[src/rtl/pc_pkg.sv]
// Shared types and helpers for the program-counter unit.
package pc_pkg;

    typedef enum logic [1:0] {
        BOOT = 2'd0,
        RUN  = 2'd1,
        HALT = 2'd2
    } pc_state_t;

    // Select for the next-PC mux.
    typedef enum logic [2:0] {
        SEQ      = 3'd0,
        HOLD     = 3'd1,
        REDIR    = 3'd2,
        TRAP     = 3'd3,
        MISALIGN = 3'd4
    } pc_cause_t;

    // True when the low log2(inc) bits of target are zero (inc is a power of two).
    function automatic logic is_aligned(input logic [63:0] target, input int unsigned inc);
        logic [63:0] mask;
        mask = 64'(inc) - 64'd1;
        return (target & mask) == 64'd0;
    endfunction

endpackage

[src/rtl/pc_hist_buf.sv]
// Ring buffer of redirect source PCs; entry 0 is the newest.
module pc_hist_buf #(
    parameter int unsigned N     = 32,
    parameter int unsigned DEPTH = 8,
    localparam int unsigned AW   = $clog2(DEPTH)
) (
    input  logic          clk,
    input  logic          reset,
    input  logic          push,
    input  logic [N-1:0]  push_data,
    input  logic [AW-1:0] rd_idx,
    output logic [N-1:0]  rd_data,
    output logic [AW:0]   count
);

    logic [N-1:0]  mem [DEPTH];
    logic [AW-1:0] wr_ptr;
    logic [AW-1:0] rd_ptr;

    // Write pointer and saturating occupancy count.
    always_ff @(posedge clk) begin
        if (reset) begin
            wr_ptr <= '0;
            count  <= '0;
        end else if (push) begin
            wr_ptr <= wr_ptr + AW'(1);
            if (count != (AW+1)'(DEPTH))
                count <= count + (AW+1)'(1);
        end
    end

    // Storage; the oldest slot is overwritten naturally once the pointer wraps.
    always_ff @(posedge clk) begin
        if (push)
            mem[wr_ptr] <= push_data;
    end

    // Newest entry sits just behind the write pointer; empty slots read as zero.
    always_comb begin
        rd_ptr  = wr_ptr - AW'(1) - rd_idx;
        rd_data = '0;
        if ({1'b0, rd_idx} < count)
            rd_data = mem[rd_ptr];
    end

endmodule

[src/rtl/pc_unit.sv]
// Program-counter unit: sequential fetch, stall, redirect, trap vectoring,
// misaligned-redirect trapping and debug halt/resume.
// Optional redirect history buffer enabled by defining PC_HIST_EN.
//
//   state | meaning
//   BOOT  | out of reset; next edge loads RESET_VECTOR and enters RUN
//   RUN   | fetching; trap > redirect > stall > sequential
//   HALT  | debug halt; pc holds except for debugger set-PC via redirect
module pc_unit import pc_pkg::*; #(
    parameter int unsigned N            = 32,
    parameter int unsigned INC          = 4,
    parameter logic [N-1:0] RESET_VECTOR = '0,
    parameter logic [N-1:0] TRAP_VECTOR  = N'(32'h0000_0100)
`ifdef PC_HIST_EN
    ,
    parameter int unsigned HIST_DEPTH   = 8
`endif
) (
    input  logic         clk,
    input  logic         reset,
    input  logic         stall,
    input  logic         redirect_valid,
    input  logic [N-1:0] redirect_target,
    input  logic         trap_valid,
    input  logic         halt_req,
    input  logic         resume_req,
`ifdef PC_HIST_EN
    input  logic [$clog2(HIST_DEPTH)-1:0] hist_idx,
    output logic [N-1:0]                  hist_data,
    output logic [$clog2(HIST_DEPTH):0]   hist_count,
`endif
    output logic [N-1:0] pc,
    output logic [N-1:0] pc_plus_inc,
    output logic         fetch_valid,
    output logic         misalign_err,
    output logic         halted
);

    // Reset value sits one increment below the vector so BOOT can reuse the
    // sequential path to land exactly on RESET_VECTOR.
    localparam logic [N-1:0] PC_RESET = RESET_VECTOR - N'(INC);

    pc_state_t state, state_d;
    pc_cause_t cause;
    logic [N-1:0] pc_d;

    assign pc_plus_inc = pc + N'(INC);

    // State register.
    always_ff @(posedge clk) begin
        if (reset)
            state <= BOOT;
        else
            state <= state_d;
    end

    // Next-state logic; in HALT a simultaneous halt_req loses to resume_req.
    always_comb begin
        state_d = state;
        case (state)
            BOOT:    state_d = RUN;
            RUN:     if (halt_req) state_d = HALT;
            HALT:    if (resume_req) state_d = RUN;
            default: state_d = BOOT;
        endcase
    end

    // Output decode from state.
    always_comb begin
        fetch_valid = (state == RUN);
        halted      = (state == HALT);
    end

    // Next-PC cause selection; redirect and trap override stall.
    always_comb begin
        cause = SEQ;
        case (state)
            RUN: begin
                if (trap_valid)
                    cause = TRAP;
                else if (redirect_valid)
                    cause = is_aligned(64'(redirect_target), INC) ? REDIR : MISALIGN;
                else if (stall)
                    cause = HOLD;
                else
                    cause = SEQ;
            end
            HALT:    cause = redirect_valid ? REDIR : HOLD;
            default: cause = SEQ;
        endcase
    end

    // Next-PC mux.
    always_comb begin
        pc_d = pc_plus_inc;
        case (cause)
            HOLD:           pc_d = pc;
            REDIR:          pc_d = redirect_target;
            TRAP, MISALIGN: pc_d = TRAP_VECTOR;
            default:        pc_d = pc_plus_inc;
        endcase
    end

    // PC register and the one-cycle misalign pulse, aligned with the trap landing.
    always_ff @(posedge clk) begin
        if (reset) begin
            pc           <= PC_RESET;
            misalign_err <= 1'b0;
        end else begin
            pc           <= pc_d;
            misalign_err <= (cause == MISALIGN);
        end
    end

`ifdef PC_HIST_EN
    logic hist_push;

    // Record the source pc of every taken control transfer while running.
    always_comb begin
        hist_push = (state == RUN) &&
                    ((cause == TRAP) || (cause == REDIR) || (cause == MISALIGN));
    end

    pc_hist_buf #(
        .N     (N),
        .DEPTH (HIST_DEPTH)
    ) u_hist (
        .clk       (clk),
        .reset     (reset),
        .push      (hist_push),
        .push_data (pc),
        .rd_idx    (hist_idx),
        .rd_data   (hist_data),
        .count     (hist_count)
    );
`endif

endmodule

[config.mk]
export PLATFORM = sky130hd
export DESIGN_NAME = pc_unit
export DESIGN_NICKNAME = d
export VERILOG_FILES = /design/src/rtl/pc_pkg.sv /design/src/rtl/pc_hist_buf.sv /design/src/rtl/pc_unit.sv
export SDC_FILE = /design/constraint.sdc
export NUM_CORES = 1
export LEC_CHECK = 0
export BUFFER_PORTS_ARGS = -buffer_cell sky130_fd_sc_hd__buf_2
export CAP_MARGIN = 20
export CELL_PAD_IN_SITES_DETAIL_PLACEMENT = 0
export CELL_PAD_IN_SITES_GLOBAL_PLACEMENT = 2
export CORE_MARGIN = 2
export CORE_UTILIZATION = 26
export DETAILED_ROUTE_END_ITERATION = 8
export GPL_TIMING_DRIVEN = 1
export PLACE_DENSITY = 0.77
export SLEW_MARGIN = 20
export SYNTH_ARGS = -nofsm -noshare
export SYNTH_HDL_FRONTEND = slang
export SYNTH_HIERARCHICAL = 1
export SYNTH_SLANG_ARGS = --single-unit
[constraint.sdc]
create_clock -name clk -period 2.5 [get_ports clk]
set_input_delay 0.25 -clock clk [delete_from_list [all_inputs] [get_ports clk]]
set_output_delay 0.25 -clock clk [all_outputs]
set_load 0.02 [all_outputs]
==> metrics <==
synthesized area=2489 um2; Main synth FF type=dfxtp_1; layout net count=469; crit path DAT=2.18 ns; Post-Syn Instances=310; Area Growth Syn to Fin=40.02%; DP HPWL=6.389 mm; Final period util=97.34%; CP startpoint=pc[2]$_SDFFE_PP1P_; f_max=410.9 MHz; first-pass GRT wire length=13.79 mm; drt drc=0; Cell Pwr Density=1499 nW/um2; vias in the first global route=2,707; final setup margin=0.06661 ns; post-route cell area=3485 um2; Setup crit start kind=register; Max-Cap Viols=0; top cells by area, synth=dfxtp_1 (28%), xnor2_1 (7.0%), o21ai_0 (5.0%), a21oi_1 (4.4%), nand3_1 (3.2%); share of power burned in registers=21.2%; clock slew at reported path FFs=0.07 ns; clk sinks=35; worst-path maximum fanout=4; total track usage=16.71%; sequential area share after synthesis=28.15%; Post-Syn Area per Cell=8.028 um2; min-delay worst type=in -> reg; VDD IR max=0.3746 mV; status=finished clean; initial antenna violation count=1; die area=10,370 um2; combinational power share=70.6%; DP Area=3267 um2; RD Place Congestion=0.7780; ant diodes=0; Yosys top cell by area=dfxtp_1; fraction of layout cells with a size suffix above 1=41.88%; EDFF count, synth=0; Int Pwr=2.486 mW; switching portion of total power=52.40%; via count=2,831; Crit Path Category=reg -> out; setup TNS=0 ns; post-synth cell types=62; # fillers=1,011; CTS tree=yes; Clk pwr share=8.2%; crit end category=primary output; top-area cell type share of the netlist area=28.15%; Yosys Warn Count=6; final hold vios=0; Die Height=101.8 um; largest net degree at the start of global routing=33; Clock Tree Root=clkbuf_8; min cycle time layout=2.433 ns; Worst Clk Skew=0.007181 ns; Die X=101.8 um; Slew headroom=59.72%; Post-Route WL=8.787 mm; pre-CTS WS=0.1965 ns; Clock Latency Late Sink=0.29 ns; row count=35; setup repair after global routing missed its margin=true; initial DRC count=77; ys async rst share=0%; IO Pins=106; CP required=2.25 ns; H-tree Lvls=2; CTS Hold Buffers Added=0; wire per inst=15.86 um; setup violators final=0; Worst-Margin Slew=0.6036 ns; CTS Buf Count=5; IO buf count=105; drt via density=5.110; First-pass DRT Iterations=4; Final Max Slew Viols=0; CTS max path bufs=2; Yosys reg bits=35; syn_nets=354; initial core utilization=26.81%; hold path start=redirect_target[12]; total gr overflow=0; Hold WS=0.1805 ns; Net Sw Power=2.737 mW; leakage power total=1.418 nW; reg2reg start=state[0]$_SDFFE_PP0P_; core area=9284 um2; antenna-violating nets left=0
[synth_stat cells (8+ instances only)]
master    count
dfxtp_1      35
o21ai_0      25
a21oi_1      22
xnor2_1      20
nor2_1       18
nand3_1      16
clkbuf_1     13
nand2_1      13
inv_1        12
a31oi_1       9
buf_2         8
o211ai_1      8
[registers in the layout (all words and copies together) (netlist names)]
register,cells
pc,32
misalign_err,1
state,2
[worst max-delay path, stage by stage (launching register included)]
cell     delay (ns)
dfxtp_2        0.37
ha_4           0.17
nand3_4        0.08
or4_4          0.44
nor3_4         0.36
nand3_2        0.15
xnor2_2        0.17
buf_4          0.15
[power by group through the flow]
stage	logic [mW]	clock network [mW]	registers [mW]
floorplan	2.15	0	1.25
global placement	3.54	0	1.05
detailed placement	3.55	0	1.06
CTS	3.60	0.452	1.07
global route	4.00	0.483	1.14
finish	3.69	0.429	1.11
[final timing paths]
kind | end | slack, ns | cells past startpoint
max | pc_plus_inc[28] | 0.07 | 7
min | pc[12]$_SDFFE_PP1P_ | 0.18 | 3
min reg2reg | pc[12]$_SDFFE_PP1P_ | 0.52 | 2
max reg2reg | pc[15]$_SDFFE_PP1P_ | 0.19 | 8
[area by class of cell]
cell class,instances,area [um2],share of cell area (%)
Inverter,12,45.04,1.293
Clock inverter,1,5.005,0.1436
Tap cell,129,161.4,4.632
Multi-Input combinational cell,237,1684,48.33
Timing Repair Buffer,134,773.2,22.19
Clock buffer,6,82.58,2.370
Sequential cell,35,733.2,21.04
[layout by cell type (no fill, tap or decap), types with 7 or more instances in the layout]
master / count
buf_2: 103
buf_4: 29
o21ai_0: 25
a21oi_1: 22
dfxtp_1: 21
xnor2_1: 18
nor2_1: 18
nand3_1: 13
inv_1: 12
nand2_1: 12
a31oi_1: 8
o211ai_1: 8
dfxtp_2: 8
xor2_1: 7
a221oi_1: 7
[timing repair]
action / CTS / global route
setup buffers: 1 / 4
endpoints found under the setup margin: 5 / 5
resized for setup: 14 / 19
pin swaps: 3 / 9
[logic make-up (layout without fill, tap and decap cells)]
logic type,after synthesis,count (layout),share of synthesized area [%]
XOR/XNOR,27,27,9.502
buffers and inverters,38,153,6.888
adder cells (fa/ha/maj),5,5,2.514
flip-flops,35,35,28.15
multiplexers,1,1,0.4022
AO/OA/AOI/OAI,104,104,28.00
AND/OR/NAND/NOR,100,100,24.54
[routing by layer]
layer / up-vias / global-route usage, % / part of all wire, % / wire, um
li1: 1399 / - / - / -
met5: - / 0 / 0.15 / 13
met3: 4 / 3.557 / 5.2 / 456
met4: 2 / 2.769 / 0.35 / 31
met2: 78 / 28.09 / 48 / 4207
met1: 1348 / 22.47 / 46 / 4077
[metrics by stage]
step,util [%],std cells,power (mW)
after floorplan,-,310,3.402
after CTS,36.63,550,5.125
after global routing,37.53,554,5.630
after global placement,35.19,542,4.589
final,37.53,554,5.222
after detailed placement,35.19,542,4.609
Power figures use the tool's default switching activity.
